--- config.mk ---
export PLATFORM = sky130hd
export DESIGN_NAME = wb_arbiter
export DESIGN_NICKNAME = d
export VERILOG_FILES = /design/src/rtl/wb_pkg.sv /design/src/rtl/wb_fifo.sv /design/src/rtl/wb_arbiter.sv
export SDC_FILE = /design/constraint.sdc
export NUM_CORES = 1
export LEC_CHECK = 0
export ABC_AREA = 1
export BUFFER_PORTS_ARGS = -buffer_cell sky130_fd_sc_hd__buf_2
export CAP_MARGIN = 5
export CORE_AREA = 10 10 141 143
export CTS_CLUSTER_DIAMETER = 100
export DETAILED_ROUTE_END_ITERATION = 12
export DIE_AREA = 0 0 151 153
export PLACE_DENSITY = 0.51
export SLEW_MARGIN = 20
export SYNTH_ARGS = -nofsm -noshare
export SYNTH_HDL_FRONTEND = slang
export SYNTH_SLANG_ARGS = --single-unit
--- constraint.sdc ---
create_clock -name CLK -period 5.96 [get_ports CLK]
set_input_delay 0.596 -clock CLK [delete_from_list [all_inputs] [get_ports CLK]]
set_output_delay 0.596 -clock CLK [all_outputs]
set_load 0.02 [all_outputs]
--- src/rtl/wb_pkg.sv ---
// wb_pkg: shared types and helpers for the writeback arbiter.
//   wb_req_t      - one pending register-file write {rd, data}
//   wb_src_t      - which source owns the write port in a given cycle
//   wb_rd_onehot  - one-hot decode of a destination register index
package wb_pkg;

    localparam int unsigned WB_ADDR_W = 5;
    localparam int unsigned WB_DATA_W = 32;
    localparam int unsigned WB_NREGS  = 1 << WB_ADDR_W;

    typedef struct packed {
        logic [WB_ADDR_W-1:0] rd;
        logic [WB_DATA_W-1:0] data;
    } wb_req_t;

    typedef enum logic [1:0] {
        SRC_NONE,
        SRC_ALU,
        SRC_FIFO,
        SRC_FAST
    } wb_src_t;

    function automatic logic [WB_NREGS-1:0] wb_rd_onehot(input logic [WB_ADDR_W-1:0] rd);
        logic [WB_NREGS-1:0] oh;
        oh     = '0;
        oh[rd] = 1'b1;
        return oh;
    endfunction

endpackage

--- src/rtl/wb_fifo.sv ---
// wb_fifo: synchronous FIFO of wb_req_t for long-latency writeback results.
// Optional feature macro: WB_PENDING_MASK_EN (exports raw entries + occupancy
// mask so the parent can build the pending-destination mask).
// Ports:
//   clk_i, rst_i          clock, asynchronous active-high reset
//   push_i, push_data_i   enqueue request/data (ignored when full)
//   pop_i                 dequeue request (ignored when empty)
//   head_o                oldest entry
//   full_o, empty_o       status
//   count_o               occupancy
//   entries_o, valid_o    storage and per-slot valid (WB_PENDING_MASK_EN only)
module wb_fifo
    import wb_pkg::*;
#(
    parameter int unsigned DEPTH = 2
) (
    input  logic                     clk_i,
    input  logic                     rst_i,
    input  logic                     push_i,
    input  wb_req_t                  push_data_i,
    input  logic                     pop_i,
    output wb_req_t                  head_o,
    output logic                     full_o,
    output logic                     empty_o,
    output logic [$clog2(DEPTH):0]   count_o
`ifdef WB_PENDING_MASK_EN
    ,
    output wb_req_t [DEPTH-1:0]      entries_o,
    output logic    [DEPTH-1:0]      valid_o
`endif
);

    localparam int unsigned PW      = $clog2(DEPTH);
    localparam logic [PW:0]   DEPTH_C = (PW+1)'(DEPTH);
    localparam logic [PW:0]   CNT_ONE = (PW+1)'(1);
    localparam logic [PW-1:0] PTR_ONE = PW'(1);

    wb_req_t       mem_q [DEPTH];
    logic [PW-1:0] wr_ptr_q, wr_ptr_d;
    logic [PW-1:0] rd_ptr_q, rd_ptr_d;
    logic [PW:0]   count_q, count_d;
    logic          do_push, do_pop;

    assign full_o  = (count_q == DEPTH_C);
    assign empty_o = (count_q == '0);
    assign do_push = push_i && !full_o;
    assign do_pop  = pop_i && !empty_o;
    assign head_o  = mem_q[rd_ptr_q];
    assign count_o = count_q;

    // Power-of-two depth: pointers wrap naturally at PW bits.
    always_comb begin
        wr_ptr_d = wr_ptr_q;
        rd_ptr_d = rd_ptr_q;
        count_d  = count_q;
        if (do_push) wr_ptr_d = wr_ptr_q + PTR_ONE;
        if (do_pop)  rd_ptr_d = rd_ptr_q + PTR_ONE;
        case ({do_push, do_pop})
            2'b10:   count_d = count_q + CNT_ONE;
            2'b01:   count_d = count_q - CNT_ONE;
            default: count_d = count_q;
        endcase
    end

    always_ff @(posedge clk_i or posedge rst_i) begin
        if (rst_i) begin
            wr_ptr_q <= '0;
            rd_ptr_q <= '0;
            count_q  <= '0;
        end else begin
            wr_ptr_q <= wr_ptr_d;
            rd_ptr_q <= rd_ptr_d;
            count_q  <= count_d;
        end
    end

    // Storage needs no reset: slots are only observed through the pointers.
    always_ff @(posedge clk_i) begin
        if (do_push) mem_q[wr_ptr_q] <= push_data_i;
    end

`ifdef WB_PENDING_MASK_EN
    // Slot i is occupied when its distance from the read pointer is below count.
    always_comb begin
        entries_o = '0;
        valid_o   = '0;
        for (int unsigned i = 0; i < DEPTH; i++) begin
            entries_o[i] = mem_q[i];
            valid_o[i]   = ({1'b0, PW'(PW'(i) - rd_ptr_q)} < count_q);
        end
    end
`endif

endmodule

--- src/rtl/wb_arbiter.sv ---
// wb_arbiter: writeback stage merging a single-cycle ALU result and a
// long-latency (valid/ready) result into the register-file write port.
// Optional feature macro: WB_PENDING_MASK_EN (drives PENDING from FIFO contents;
// otherwise PENDING is all-zeros and the hazard unit uses FIFO_COUNT != 0).
// Ports:
//   CLK, RST                        clock, asynchronous active-high reset
//   ALU_VALID, ALU_RD, ALU_DATA     ALU result (no backpressure)
//   LL_VALID, LL_READY, LL_RD, LL_DATA  long-path handshake (READY = FIFO not full)
//   ALU_STALL                       registered one-cycle request to idle the ALU
//   WE3, A3, WD3                    registered register-file write port
//   PENDING                         one-hot mask of queued destinations
//   FIFO_COUNT                      long-path buffer occupancy
// ADDRESS_WIDTH/DATA_WIDTH must match the wb_pkg widths carried by wb_req_t.
module wb_arbiter
    import wb_pkg::*;
#(
    parameter int unsigned ADDRESS_WIDTH = WB_ADDR_W,
    parameter int unsigned DATA_WIDTH    = WB_DATA_W,
    parameter int unsigned FIFO_DEPTH    = 2,
    parameter int unsigned STARVE_LIMIT  = 4
) (
    input  logic                            CLK,
    input  logic                            RST,
    input  logic                            ALU_VALID,
    input  logic [ADDRESS_WIDTH-1:0]        ALU_RD,
    input  logic [DATA_WIDTH-1:0]           ALU_DATA,
    input  logic                            LL_VALID,
    output logic                            LL_READY,
    input  logic [ADDRESS_WIDTH-1:0]        LL_RD,
    input  logic [DATA_WIDTH-1:0]           LL_DATA,
    output logic                            ALU_STALL,
    output logic                            WE3,
    output logic [ADDRESS_WIDTH-1:0]        A3,
    output logic [DATA_WIDTH-1:0]           WD3,
    output logic [2**ADDRESS_WIDTH-1:0]     PENDING,
    output logic [$clog2(FIFO_DEPTH):0]     FIFO_COUNT
);

    localparam int unsigned SW       = $clog2(STARVE_LIMIT + 1);
    localparam logic [SW-1:0] LIMIT_C = SW'(STARVE_LIMIT);
    localparam logic [SW-1:0] LIMIT_M1 = SW'(STARVE_LIMIT - 1);
    localparam logic [SW-1:0] SW_ONE  = SW'(1);

    wb_req_t  alu_req, ll_req, head_req, sel_req;
    wb_src_t  src;
    logic     fifo_full, fifo_empty;
    logic     ll_xfer, fifo_push, fifo_pop, starve_win;

    logic                     we_q, we_d;
    logic [ADDRESS_WIDTH-1:0] a_q, a_d;
    logic [DATA_WIDTH-1:0]    wd_q, wd_d;
    logic                     stall_q, stall_d;
    logic [SW-1:0]            starve_q, starve_d;

    assign alu_req  = '{rd: ALU_RD, data: ALU_DATA};
    assign ll_req   = '{rd: LL_RD,  data: LL_DATA};
    assign LL_READY = !fifo_full;
    assign ll_xfer  = LL_VALID && !fifo_full;

    always_comb begin
        src     = SRC_NONE;
        sel_req = alu_req;
        if (ALU_VALID) begin
            src     = SRC_ALU;
            sel_req = alu_req;
        end else if (!fifo_empty) begin
            src     = SRC_FIFO;
            sel_req = head_req;
        end else if (ll_xfer) begin
            src     = SRC_FAST;
            sel_req = ll_req;
        end
    end

    // A fast-path transfer bypasses the FIFO; every other accepted result queues.
    assign fifo_push  = ll_xfer && (src != SRC_FAST);
    assign fifo_pop   = (src == SRC_FIFO);
    assign starve_win = ALU_VALID && !fifo_empty;

    always_comb begin
        we_d = 1'b0;
        a_d  = a_q;
        wd_d = wd_q;
        if (src != SRC_NONE) begin
            we_d = (sel_req.rd != '0);
            a_d  = sel_req.rd;
            wd_d = sel_req.data;
        end
    end

    // Counter saturates at the limit so a protocol-violating ALU cannot
    // re-trigger the stall pulse every cycle.
    always_comb begin
        starve_d = '0;
        stall_d  = 1'b0;
        if (starve_win) begin
            starve_d = (starve_q == LIMIT_C) ? starve_q : starve_q + SW_ONE;
            stall_d  = (starve_q == LIMIT_M1);
        end
    end

    always_ff @(posedge CLK or posedge RST) begin
        if (RST) begin
            we_q     <= 1'b0;
            a_q      <= '0;
            wd_q     <= '0;
            stall_q  <= 1'b0;
            starve_q <= '0;
        end else begin
            we_q     <= we_d;
            a_q      <= a_d;
            wd_q     <= wd_d;
            stall_q  <= stall_d;
            starve_q <= starve_d;
        end
    end

    assign WE3       = we_q;
    assign A3        = a_q;
    assign WD3       = wd_q;
    assign ALU_STALL = stall_q;

`ifdef WB_PENDING_MASK_EN
    wb_req_t [FIFO_DEPTH-1:0] fifo_entries;
    logic    [FIFO_DEPTH-1:0] fifo_valid;
`endif

    wb_fifo #(
        .DEPTH (FIFO_DEPTH)
    ) u_fifo (
        .clk_i       (CLK),
        .rst_i       (RST),
        .push_i      (fifo_push),
        .push_data_i (ll_req),
        .pop_i       (fifo_pop),
        .head_o      (head_req),
        .full_o      (fifo_full),
        .empty_o     (fifo_empty),
        .count_o     (FIFO_COUNT)
`ifdef WB_PENDING_MASK_EN
        ,
        .entries_o   (fifo_entries),
        .valid_o     (fifo_valid)
`endif
    );

`ifdef WB_PENDING_MASK_EN
    always_comb begin
        PENDING = '0;
        for (int unsigned i = 0; i < FIFO_DEPTH; i++) begin
            if (fifo_valid[i] && (fifo_entries[i].rd != '0))
                PENDING = PENDING | wb_rd_onehot(fifo_entries[i].rd);
        end
    end
`else
    assign PENDING = '0;
`endif

    a_stall_respected: assert property (
        @(posedge CLK) disable iff (RST) ALU_STALL |-> !ALU_VALID
    ) else $error("ALU_VALID asserted while ALU_STALL was high");

    a_no_pending_hazard: assert property (
        @(posedge CLK) disable iff (RST) (ALU_VALID && (ALU_RD != '0)) |-> !PENDING[ALU_RD]
    ) else $error("ALU_RD targets a register still pending in the FIFO");

endmodule

Word-level counts from Yosys, hierarchy flattened
Memory sizes are Yosys's and may differ from the RTL's.
Cells that the tools add are included.
{ "word_totals": {"n_memories": 1, "output_inout_bits": 74, "wordCells": 46, "ff_bits": 46, "mem_bits_rw": 74} }
{ "mem_list": {"columns": ["name", "depth", "width", "rd", "rd_ports_with_merged_regs", "wr", "line", "rtl"], "rows": [
  ["u_fifo.mem_q", 2, 37, 1, 0, 1, "wb_fifo.sv:38", "wb_req_t mem_q [DEPTH];"]
]} }
{ "op_classes": {"mux": 13, "addsub": 5, "n_eq_ne": 8, "reduce_logical": 11} }
{ "op_table": {"columns": ["op", "count"], "rows": [
  ["$mux 37", 3],
  ["$eq 2x2->1 const B", 3],
  ["$mux 2", 3],
  ["$mux 3", 2],
  ["$logic_and 1x1->1", 5],
  ["$reduce_bool 5->1", 1],
  ["$mux 1", 4],
  ["$ne 2x2->1 const B", 2],
  ["$pmux 2 s2", 1],
  ["$reduce_bool 2->1", 2],
  ["$add 3x1->3 const B", 1],
  ["$eq 3x2->1 const B", 1],
  ["$eq 3x3->1 const B", 1],
  ["$add 1x1->1 const B", 2],
  ["$add 2x1->2 const B", 1],
  ["$eq 2x1->1 const B", 1],
  ["$logic_not 1->1", 2],
  ["$logic_not 2->1", 1],
  ["$sub 2x1->2 const B", 1]
]} }

Depth between registers and ports, before layout
Gate-level depths: netlist of the first run.
{ "logic_depth": {"word_depth": 11, "mapped_depth": 9, "mapped_depth_nobuf": 9} }

By module
A second synthesis of the first run with hierarchy kept.
{ "unflattened": {"cells_unflattened": 559, "area_unflattened_um2": 5491.5} }
{ "by_module_without_submodules": {"columns": ["mod", "cells_per_inst", "n_inst", "area_per_inst_um2"], "rows": [
  ["wb_fifo", 226, 1, 2985.4],
  ["wb_arbiter", 333, 1, 2506.2]
]} }

Worst setup path before layout of the first run
Ideal clock, no wire load.
{ "synth_path": {"kind": "input -> register", "startpoint": "input port ALU_VALID", "endpoint": "memory u_fifo.mem_q[0][0] (netlist bit), enable pin", "t_required_ps": 5529, "slack_ps": 2708, "t_arrival_ps": 2821, "stages": 6, "path_cell_list": "buf_4 inv_1 buf_2 nand2_1 nand3_1 nor2_1"} }
{ "synth_between": {"elab_chain_len": 6} }
{ "synth_rtl": {"columns": ["item", "line", "rtl"], "rows": [
  ["from (decl)", "wb_arbiter.sv:24", "input logic ALU_VALID,"],
  ["$mux 2", "wb_arbiter.sv:63", "if (ALU_VALID) begin"],
  ["$ne 2x2->1", "wb_arbiter.sv:76", "assign fifo_push = ll_xfer && (src != SRC_FAST);"],
  ["$logic_and 1x1->1", "wb_arbiter.sv:76", null],
  ["$logic_and 1x1->1", "wb_fifo.sv:46", "assign do_push = push_i && !full_o;"],
  ["$mux 1", "wb_fifo.sv:79", "if (do_push) mem_q[wr_ptr_q] <= push_data_i;"],
  ["$mux 1 (not written as such)", "wb_fifo.sv:79", null],
  ["to (decl)", "wb_fifo.sv:38", null]
]} }
No other way between the ends.

Worst setup path after layout of the first run
{ "layout_path": {"startpoint": "input port ALU_VALID", "endpoint": "memory u_fifo.mem_q[0][29] (netlist bit), enable pin"} }
Same word-level chain as after synthesis.

==> results of run 1 <==
==> routing by layer <==
layer  up-vias  routed length (µm)
met5         -                   0
met4         0                  71
met3         6                1344
met2       154                6733
met1      1841                6355
li1       1873                   -
==> worst max-delay path: stages <==
cell	delay (ps)
buf_2	220
inv_1	390
nand2_1	220
nand3_1	250
nor2_4	600
buf_16	240
==> stage by stage <==
step / util / cells / hold slack (ps) / total power [mW] / worst slack (ps)
after global routing: 0.3903 / 842 / 391.6 / 3.515 / 3353
after floorplan: - / 521 / 460.7 / 1.977 / 2708
final: 0.3905 / 843 / 360.7 / 3.311 / 3525
after detailed placement: 0.3525 / 810 / 475.1 / 2.296 / 2895
after global placement: 0.3524 / 810 / 471.8 / 2.274 / 2968
after CTS: 0.3870 / 840 / 385.2 / 3.334 / 3311
==> flip-flops by register name, summed over array words and instances (netlist names) <==
signal / cells
u_fifo.wr_ptr_q: 1
u_fifo.rd_ptr_q: 1
starve_q: 3
ALU_STALL: 1
WD3: 32
WE3: 1
u_fifo.count_o: 2
A3: 5
u_fifo.mem_q: 74
==> kinds of logic after synthesis <==
| group | share of synthesized area |
|---|---|
| simple gates | 0.1465 |
| fa+ha+maj | 0.009273 |
| other cells | 0.0006947 |
| buf+inv | 0.09064 |
| flops | 0.6249 |
| xor+xnor | 0.006492 |
| compound gates | 0.1215 |
==> final cells by class <==
class	instances	share of cell area
clock buffers	19	0.06500
repair buffers	121	0.09769
diodes	1	0.0003757
multi-input cells	321	0.2502
flip-flops and latches	120	0.5067
inverters	25	0.01428
well taps	225	0.04227
clock inverters	11	0.02348
==> layout by cell type (no fill, tap or decap), drive strengths merged <==
cell type and count:
or2 30, a21oi 13, o21ai 41, a21boi 2, o211ai 30, edfxtp 74, o31ai 1, conb 32
xor2 3, nor2 48, inv 24, buf 121, ha 4, nand2 83, a31oi 18, diode 1
dfrtp 46, xnor2 1, clkinvlp 2, o221ai 1, bufinv 4, a41oi 1, clkinv 6, clkbuf 19
nand4 1, nand3 12
==> power groups by stage <==
stage | clock [mW] | combinational [mW] | sequential (mW)
after floorplan | 0 | 0.555 | 1.42
after global placement | 0 | 0.967 | 1.31
after detailed placement | 0 | 0.978 | 1.32
after CTS | 1.05 | 0.983 | 1.30
after global routing | 1.09 | 1.10 | 1.33
final | 1.02 | 0.987 | 1.30
==> path summary, 6_finish.rpt <==
| check | startpoint | to | slack, ps | cells after the start |
|---|---|---|---|---|
| worst min register to register | WD3[19] | WD3[19] | 490 | 2 |
| worst max register to register | u_fifo.count_o[0] | u_fifo.mem_q[0][29] | 3610 | 7 |
| max in group asynchronous | RST | u_fifo.rd_ptr_q | 5020 | 2 |
| min in group CLK | LL_DATA[27] | u_fifo.mem_q[0][27] | 400 | 1 |
| worst min-delay path | RST | WD3[18] | 360 | 2 |
| worst max-delay path | ALU_VALID | u_fifo.mem_q[0][29] | 3530 | 6 |
==> flow_summary.yaml, run 1 <==
logic_synthesis:
  netlist_area_mm2: 0.005398
  synth_top_cells_by_area: "edfxtp_1 41%, dfrtp_1 21%, nand2_1 5.6%"
  synth_edf_count: 74
  synthesis.instances: 490
  synth_area_leader_cell: "edfxtp_1"
  ys_seq_area_frac: 0.6249
  synth_top_cells_by_count: "80 x nand2_1, 74 x edfxtp_1, 46 x dfrtp_1"
  synth_largest_type_area_fraction: 0.4117
  yosys_warnings: 0
  yosys.cell_count.top_type: "nand2_1"
  ys_async_sr_fraction: 0.3833
  netlist-cell-type-count: 30
  synth_ff_type: "edfxtp_1"
  avgSynthCellArea_um2: 11.02
  number_of_storage_elements_in_the_synthesis_netlist: 120
power_and_ir_drop:
  clock_network_fraction_of_total_power: 0.309
  p_comb_frac: 0.298
  worst_ir_drop_vdd_mv: 0.1939
  static-leakage-power_nw: 2.773
  internal-power_mw: 2.176
  power-per-cell-area_mw_per_mm2: 497.1
  share_seq_of_total_power: 0.393
  switching_share: 0.3427
  switching_power_mw: 1.135
timing:
  worst_tran_pin_value_ps: 977.4
  report.final.slew_viol_count: 0
  timing.slew.headroom: 0.3469
  clock_skew_after_layout_ps: 7.303
  final-hold-violation-count: 0
  final-setup-viol-count: 0
  setup_tns_ps: 0
  period_needed_ps: 2435
  timing.fmax_ghz: 0.4108
  timing.final.crit_share: 0.4085
  setup_repair_after_global_routing_missed_its_margin: "false"
clock_network:
  clock_insertion_delay_worst_skew_ps: 400
  cts-resized-gates: 0
  cts_root_buffer: "clkbuf_16"
  clock_pin_slew_worst_setup_and_hold_paths_ps: 50
  tritoncts: "yes"
  sink_count: 120
  holdBufCountCts: 0
  maximum_count_of_clock_buffers_along_a_single_path: 2
  cts-buffers-inserted: 17
  number_of_levels_in_the_clock_h_tree: 4
  postCtsSetupBuffers: 0
place:
  place.port_buffers: 119
  place_area_mm2: 0.006012
  dp_hpwl_mm: 10.14
  finalWeightedCongestion: 0.7072
layout:
  fin_area_mm2: 0.006660
  sequential_area_mm2: 0.003374
  area_growth_syn_to_layout_pct: 23.39
  final_layout_size_suffix_gt1_frac: 0.3160
  final.fill_count: 1680
  final_net_count: 688
  multiInputGateArea_mm2: 0.001667
detailed_routing:
  detailedRoute.firstPassIterationCount: 5
  drcViolationCount: 0
  routed_wl_mm: 14.51
  first_iter_violations: 201
  vias: 3874
  avgRoutedWirePerCell_um: 17.21
  antenna_violating_nets_post_route: 0
  drt-vias-per-instance: 4.595
min_path:
  min-delay-path-class: "in2async"
grt:
  grt.met1_usage: 0.1577
  first_global_vias: 3983
  met2_track_demand_over_resource_in_global_routing: 0.1968
  wire_length_of_the_first_global_routing_pass_mm: 22.33
  grt_antenna_before_repair: 1
  grt_max_degree: 47
  global_route.usage.met3: 0.04429
  gr_usage_total: 0.1244
  grt_overflow_total: 0
  gr-max-usage-layer: "met2"
floorplanning:
  die_h_um: 153
  core.rowCount: 48
  die_w_um: 151
  floorplan_die_area_mm2: 0.02310
  initial_utilization: 0.3165
  io_pins: 152
  core-area_mm2: 0.01706
setup_path:
  critPathKind: "in2reg"
  worst-endpoint-arrival_ps: 2530
  worstSetupStartpointType: "input port"
  endpoint_kind: "flop"
  critical_path_required_ps: 6060
  critical_path_peak_fanout: 21
outcome:
  result_of_the_run: "finished clean"
job:
  timing.max_cap.violations: 0
(Power assumes the default switching activity.)
==> run 2, diff against run 1 <==
- PLACE_DENSITY: 0.51 -> 0.53
- clock period: 5.96 -> 2.2 ns (I/O delays scaled with it)
==> run 2 against run 1 <==
Non-clock buffer count increased by 17. Critical endpoint is now u_fifo.count_o[1]. Sequential share of layout area decreased by 1.2 points. Worst hold slack got worse by 340 ps. Routed wire length increased by 1.2%. Highest routed layer unchanged. Via count increased by 2.2%. Core utilization increased by 0.92 points.
==> flow_summary.yaml, run 2 (synthesized netlist as in run 1, its figures left out) <==
detailed_routing:
  avgRoutedWirePerCell_um: 17.05
  detailedRoute.firstPassIterationCount: 5
  antenna_violating_nets_post_route: 0
  drt-vias-per-instance: 4.597
  first_iter_violations: 211
  drcViolationCount: 0
  vias: 3958
  routed_wl_mm: 14.68
power_and_ir_drop:
  finalPower_mw: 9.234
  static-leakage-power_nw: 2.875
  p_comb_frac: 0.308
  share_seq_of_total_power: 0.372
  worst_ir_drop_vdd_mv: 0.5574
  clock_network_fraction_of_total_power: 0.320
  power-per-cell-area_mw_per_mm2: 1354
  internal-power_mw: 6.104
  switching_share: 0.3390
  switching_power_mw: 3.130
outcome:
  result_of_the_run: "finished clean"
setup_path:
  r2r_slack_ps: 330
  critPathKind: "reg2reg"
  endpoint_kind: "flop"
  critical_path_peak_fanout: 8
  worstSetupStartpointType: "flop"
  cpMaxStageDelayCell: "dfrtp_1"
  worst-endpoint-arrival_ps: 2150
  r2r_end: "u_fifo.count_o[1]"
  critical_path_required_ps: 2480
  critical-path-max-stage-delay_ps: 450
  reg2reg_depth: 9
  crit_path_cell_trace: "nor2_4 -> nand2_2 -> inv_2 -> nand2_1 -> nand3_1 -> ha_1 -> a21oi_1 -> o21ai_0 -> xor2_1"
  timing.critical_path.buf_inv: 1
  timing.rr.start: "u_fifo.count_o[0]"
  cp_top_family: "simple AND/OR/NAND/NOR gates"
floorplanning:
  core-area_mm2: 0.01706
  core.rowCount: 48
  initial_utilization: 0.3165
  io_pins: 152
  die_h_um: 153
  die_w_um: 151
  floorplan_die_area_mm2: 0.02310
job:
  timing.max_cap.violations: 0
place:
  finalWeightedCongestion: 0.7885
  place.port_buffers: 119
  place_area_mm2: 0.006148
  dp_hpwl_mm: 10.73
  preCtsSetupSlack_ps: 340.3
  number_of_cells_in_the_design_after_placement: 825
layout:
  final_layout_size_suffix_gt1_frac: 0.3291
  area_growth_syn_to_layout_pct: 26.31
  multiInputGateArea_mm2: 0.001667
  final.fill_count: 1669
  post_layout_cell_count: 861
  layout_commonest_cell: "buf_2"
  final_core_utilization: 0.3997
  final_cell_mix: "119 x buf_2, 80 x nand2_1, 74 x edfxtp_1"
  sequential_area_mm2: 0.003373
  final_net_count: 705
  fin_area_mm2: 0.006818
  registers.top_by_ff_count: "u_fifo.mem_q"
  largest_reg_flops: 74
timing:
  timing.slew.headroom: 0.5535
  period_needed_ps: 1872
  final.setup.worst_slack_ps: 328.2
  timing.final.crit_share: 0.8508
  report.final.slew_viol_count: 0
  setup_repair_after_global_routing_missed_its_margin: "false"
  worst_tran_pin_value_ps: 669.1
  final-hold-violation-count: 0
  final-setup-viol-count: 0
  clock_skew_after_layout_ps: 5.887
  timing.fmax_ghz: 0.5342
clock_network:
  postCtsSetupBuffers: 0
  cts-buffers-inserted: 17
  number_of_levels_in_the_clock_h_tree: 4
  clock_pin_slew_worst_setup_and_hold_paths_ps: 50
  cts_root_buffer: "clkbuf_16"
  tritoncts: "yes"
  sink_count: 120
  clock_insertion_delay_worst_skew_ps: 400
  maximum_count_of_clock_buffers_along_a_single_path: 2
min_path:
  hold_path_startpoint: "LL_DATA[22]"
  whs_endpoint: "u_fifo.mem_q[1][22]"
  hold-path-cell-count: 1
  min-delay-path-class: "in2reg"
grt:
  first_global_vias: 4255
  grt_max_degree: 47
  gr_usage_total: 0.1284
  grt_antenna_before_repair: 1
  grt_overflow_total: 0
  wire_length_of_the_first_global_routing_pass_mm: 23.08
==> run 2: cell count changes in the layout (fill, tap and decap cells not counted) <==
cell / before / now
dlygate4sd3_1: 0 / 4
bufinv_16: 4 / 5
buf_12: 0 / 2
buf_16: 2 / 0
buf_4: 0 / 13
clkinvlp_4: 2 / 1
clkbuf_1: 2 / 4
clkbuf_8: 0 / 1
inv_2: 6 / 7
dfrtp_2: 1 / 0
dfrtp_1: 45 / 46
clkinv_1: 3 / 0
==> run 2: power by group through the flow <==
| stage | registers (mW) | clock network, mW | logic, mW |
|---|---|---|---|
| 2_1_floorplan | 3.84 | 0 | 1.51 |
| 3_3_place_gp | 3.46 | 0 | 2.85 |
| 3_5_place_dp | 3.48 | 0 | 2.91 |
| 4_1_cts | 3.45 | 3.02 | 2.92 |
| 5_1_grt | 3.52 | 3.12 | 3.17 |
| 6_report | 3.44 | 2.96 | 2.84 |
==> run 2: final cells by class <==
| cell class | instances | share of cell area |
|---|---|---|
| repair buffers | 138 | 0.1134 |
| inverters | 25 | 0.01376 |
| well taps | 225 | 0.04129 |
| flip-flops and latches | 120 | 0.4948 |
| diodes | 1 | 0.0003670 |
| clock buffers | 22 | 0.06662 |
| clock inverters | 9 | 0.02533 |
| multi-input cells | 321 | 0.2444 |
==> run 2: worst max path at each step <==
stage	cells after the start	slack, ps	to	from
global placement	7	400	WD3[28]	u_fifo.count_o[0]
CTS	9	330	u_fifo.count_o[1]	u_fifo.count_o[0]
global route	7	160	WD3[21]	u_fifo.count_o[0]
floorplan	6	-260	u_fifo.mem_q[0][0]	u_fifo.count_o[0]
detailed placement	9	340	u_fifo.count_o[1]	u_fifo.count_o[0]
finish	9	330	u_fifo.count_o[1]	u_fifo.count_o[0]
==> run 2: what timing repair did <==
item | CTS | global route
gates resized for setup | 0 | 0
hold endpoints to repair | 51 | 0
hold buffers | 4 | 0
==> run 2: per-layer routing <==
metal	routed length, µm	up-vias	track usage
met5	0	-	0
met4	213	0	0.04127
met3	1337	19	0.05078
met2	7004	151	0.2148
met1	6127	1889	0.1459
li1	-	1899	-
==> run 2: stage by stage <==
stage	TNS [ps]	hold slack [ps]
after floorplan	-19420	318.9
after global placement	0	290.7
after detailed placement	0	293.1
after CTS	0	0.4204
after global routing	0	4.409
final	0	19.99
==> run 3, diff against run 2 <==
- RECOVER_POWER: default -> 100
==> run 3 against run 2 <==
Sequential power about the same. Critical path type unchanged. Worst hold slack improved by 35 ps. Register-to-register slack got worse by 110 ps. Combinational power decreased by 4%. Fmax decreased by 5.6%. Largest cell class unchanged. Via count decreased by 0.68%. Final area decreased by 1.9%. Critical path depth decreased by 1. Total power decreased by 1.3%. Final cell count decreased by 0.12%. Setup slack got worse by 110 ps. Highest routed layer unchanged. Routed wire length increased by 0.33%.
==> flow_summary.yaml, run 3 (synthesized netlist as in run 1, its figures left out) <==
setup_path:
  worst-endpoint-arrival_ps: 2120
  critical_path_required_ps: 2330
  endpoint_kind: "flop"
  critPathKind: "reg2reg"
  critical_path_peak_fanout: 20
  worstSetupStartpointType: "flop"
layout:
  post_layout_cell_count: 860
  final_core_utilization: 0.3922
  final_cell_mix: "86 x clkbuf_1, 81 x nand2_1, 74 x edfxtp_1"
  layout_commonest_cell: "clkbuf_1"
  insertedDiodeCount: 0
  final_layout_size_suffix_gt1_frac: 0.1953
  final_net_count: 705
  area_growth_syn_to_layout_pct: 23.95
  final.fill_count: 1716
  fin_area_mm2: 0.006690
  largest_reg_flops: 74
  registers.top_by_ff_count: "u_fifo.mem_q"
detailed_routing:
  routed_wl_mm: 14.73
  avgRoutedWirePerCell_um: 17.13
  antenna_violating_nets_post_route: 0
  drt-vias-per-instance: 4.571
  vias: 3931
  detailedRoute.firstPassIterationCount: 5
  drcViolationCount: 0
  first_iter_violations: 213
grt:
  grt_overflow_total: 0
  wire_length_of_the_first_global_routing_pass_mm: 23.08
  first_global_vias: 4255
  grt_max_degree: 47
  grt_antenna_before_repair: 0
  gr_usage_total: 0.1284
floorplanning:
  core-area_mm2: 0.01706
  io_pins: 152
  die_h_um: 153
  die_w_um: 151
  initial_utilization: 0.3165
  floorplan_die_area_mm2: 0.02310
  core.rowCount: 48
job:
  timing.max_cap.violations: 0
timing:
  setup_tns_ps: 0
  clock_skew_after_layout_ps: 6.092
  worst_tran_pin_value_ps: 1271
  final-hold-violation-count: 0
  timing.final.crit_share: 0.9018
  final-setup-viol-count: 0
  report.final.slew_viol_count: 0
  period_needed_ps: 1984
  timing.slew.headroom: 0.1529
  timing.fmax_ghz: 0.5041
  final.setup.worst_slack_ps: 216.1
  setup_repair_after_global_routing_missed_its_margin: "false"
clock_network:
  clock_pin_slew_worst_setup_and_hold_paths_ps: 50
  number_of_levels_in_the_clock_h_tree: 4
  clock_insertion_delay_worst_skew_ps: 400
  maximum_count_of_clock_buffers_along_a_single_path: 2
  sink_count: 120
  tritoncts: "yes"
  postCtsSetupBuffers: 0
  cts-buffers-inserted: 17
  cts_root_buffer: "clkbuf_16"
place:
  place.port_buffers: 119
  preCtsSetupSlack_ps: 340.3
  dp_hpwl_mm: 10.73
  number_of_cells_in_the_design_after_placement: 825
  finalWeightedCongestion: 0.7885
  place_area_mm2: 0.006148
outcome:
  result_of_the_run: "finished clean"
power_and_ir_drop:
  worst_ir_drop_vdd_mv: 0.5525
  power-per-cell-area_mw_per_mm2: 1363
  static-leakage-power_nw: 2.633
min_path:
  min-delay-path-class: "in2reg"
-- run 3: changes by cell type in the layout (fill, tap and decap cells not counted), sizes merged --
cell,previous run,this run
buf,134,51
clkbuf,22,105
clkinv,3,5
inv,25,23
diode,1,0
-- run 3: metrics by stage --
step | hold slack [ps] | power [mW]
finish | 54.69 | 9.118
global route | 44.06 | 9.684
CTS | 0.4204 | 9.388
detailed placement | 293.1 | 6.387
global placement | 290.7 | 6.314
floorplan | 318.9 | 5.353
-- run 3: metal layers --
| metal | part of all wire | GRT usage | wire length (µm) | vias to the layer above |
|---|---|---|---|---|
| met1 | 0.42 | 0.1459 | 6184 | 1871 |
| met5 | 0 | 0 | 0 | - |
| met3 | 0.091 | 0.05078 | 1338 | 21 |
| met4 | 0.015 | 0.04127 | 219 | 0 |
| li1 | - | - | - | 1895 |
| met2 | 0.47 | 0.2148 | 6988 | 144 |
-- run 3: power breakdown --
group          switching (mW)  total (mW)  internal, mW
logic                    1.90        2.72         0.818
clock network           0.930        2.96          2.03
registers               0.304        3.44          3.14
total                    3.13        9.12          5.98
-- run 3: critical path, cell delays in order, from the launching register on --
cell      delay (ps)
dfrtp_1          460
nor2_4           280
nand2_1          140
clkinv_1          80
nand2_1           70
nand3_1          110
clkbuf_1         280
nor2_4            50
buf_4            230
-- run 3: final cells by class --
type | instances | area [µm²] | area share
Sequential cell | 120 | 3373 | 0.5042
Multi-Input combinational cell | 321 | 1664 | 0.2487
Clock inverter | 9 | 172.7 | 0.02581
Clock buffer | 22 | 454.2 | 0.06789
Inverter | 25 | 93.84 | 0.01403
Timing Repair Buffer | 138 | 650.6 | 0.09725
Tap cell | 225 | 281.5 | 0.04208
-- run 3: path summary, 6_finish.rpt --
check                                       start                  to  slack (ps)  depth (start not counted)
max in group asynchronous                     RST             WD3[21]         670                          4
worst min register to register              A3[0]               A3[0]         500                          2
worst max-delay path            u_fifo.count_o[0]  u_fifo.mem_q[1][7]         220                          8
min in group asynchronous                     RST             WD3[19]         760                          4
worst min-delay path                   LL_DATA[2]  u_fifo.mem_q[0][2]          50                          1
worst max register to register  u_fifo.count_o[0]  u_fifo.mem_q[1][7]         220                          8
-- run 3: timing repair --
| action | in CTS | in global routing |
|---|---|---|
| gates resized for setup | 0 | 0 |
| endpoints found under the hold margin | 51 | 0 |
| hold buffers | 4 | 0 |
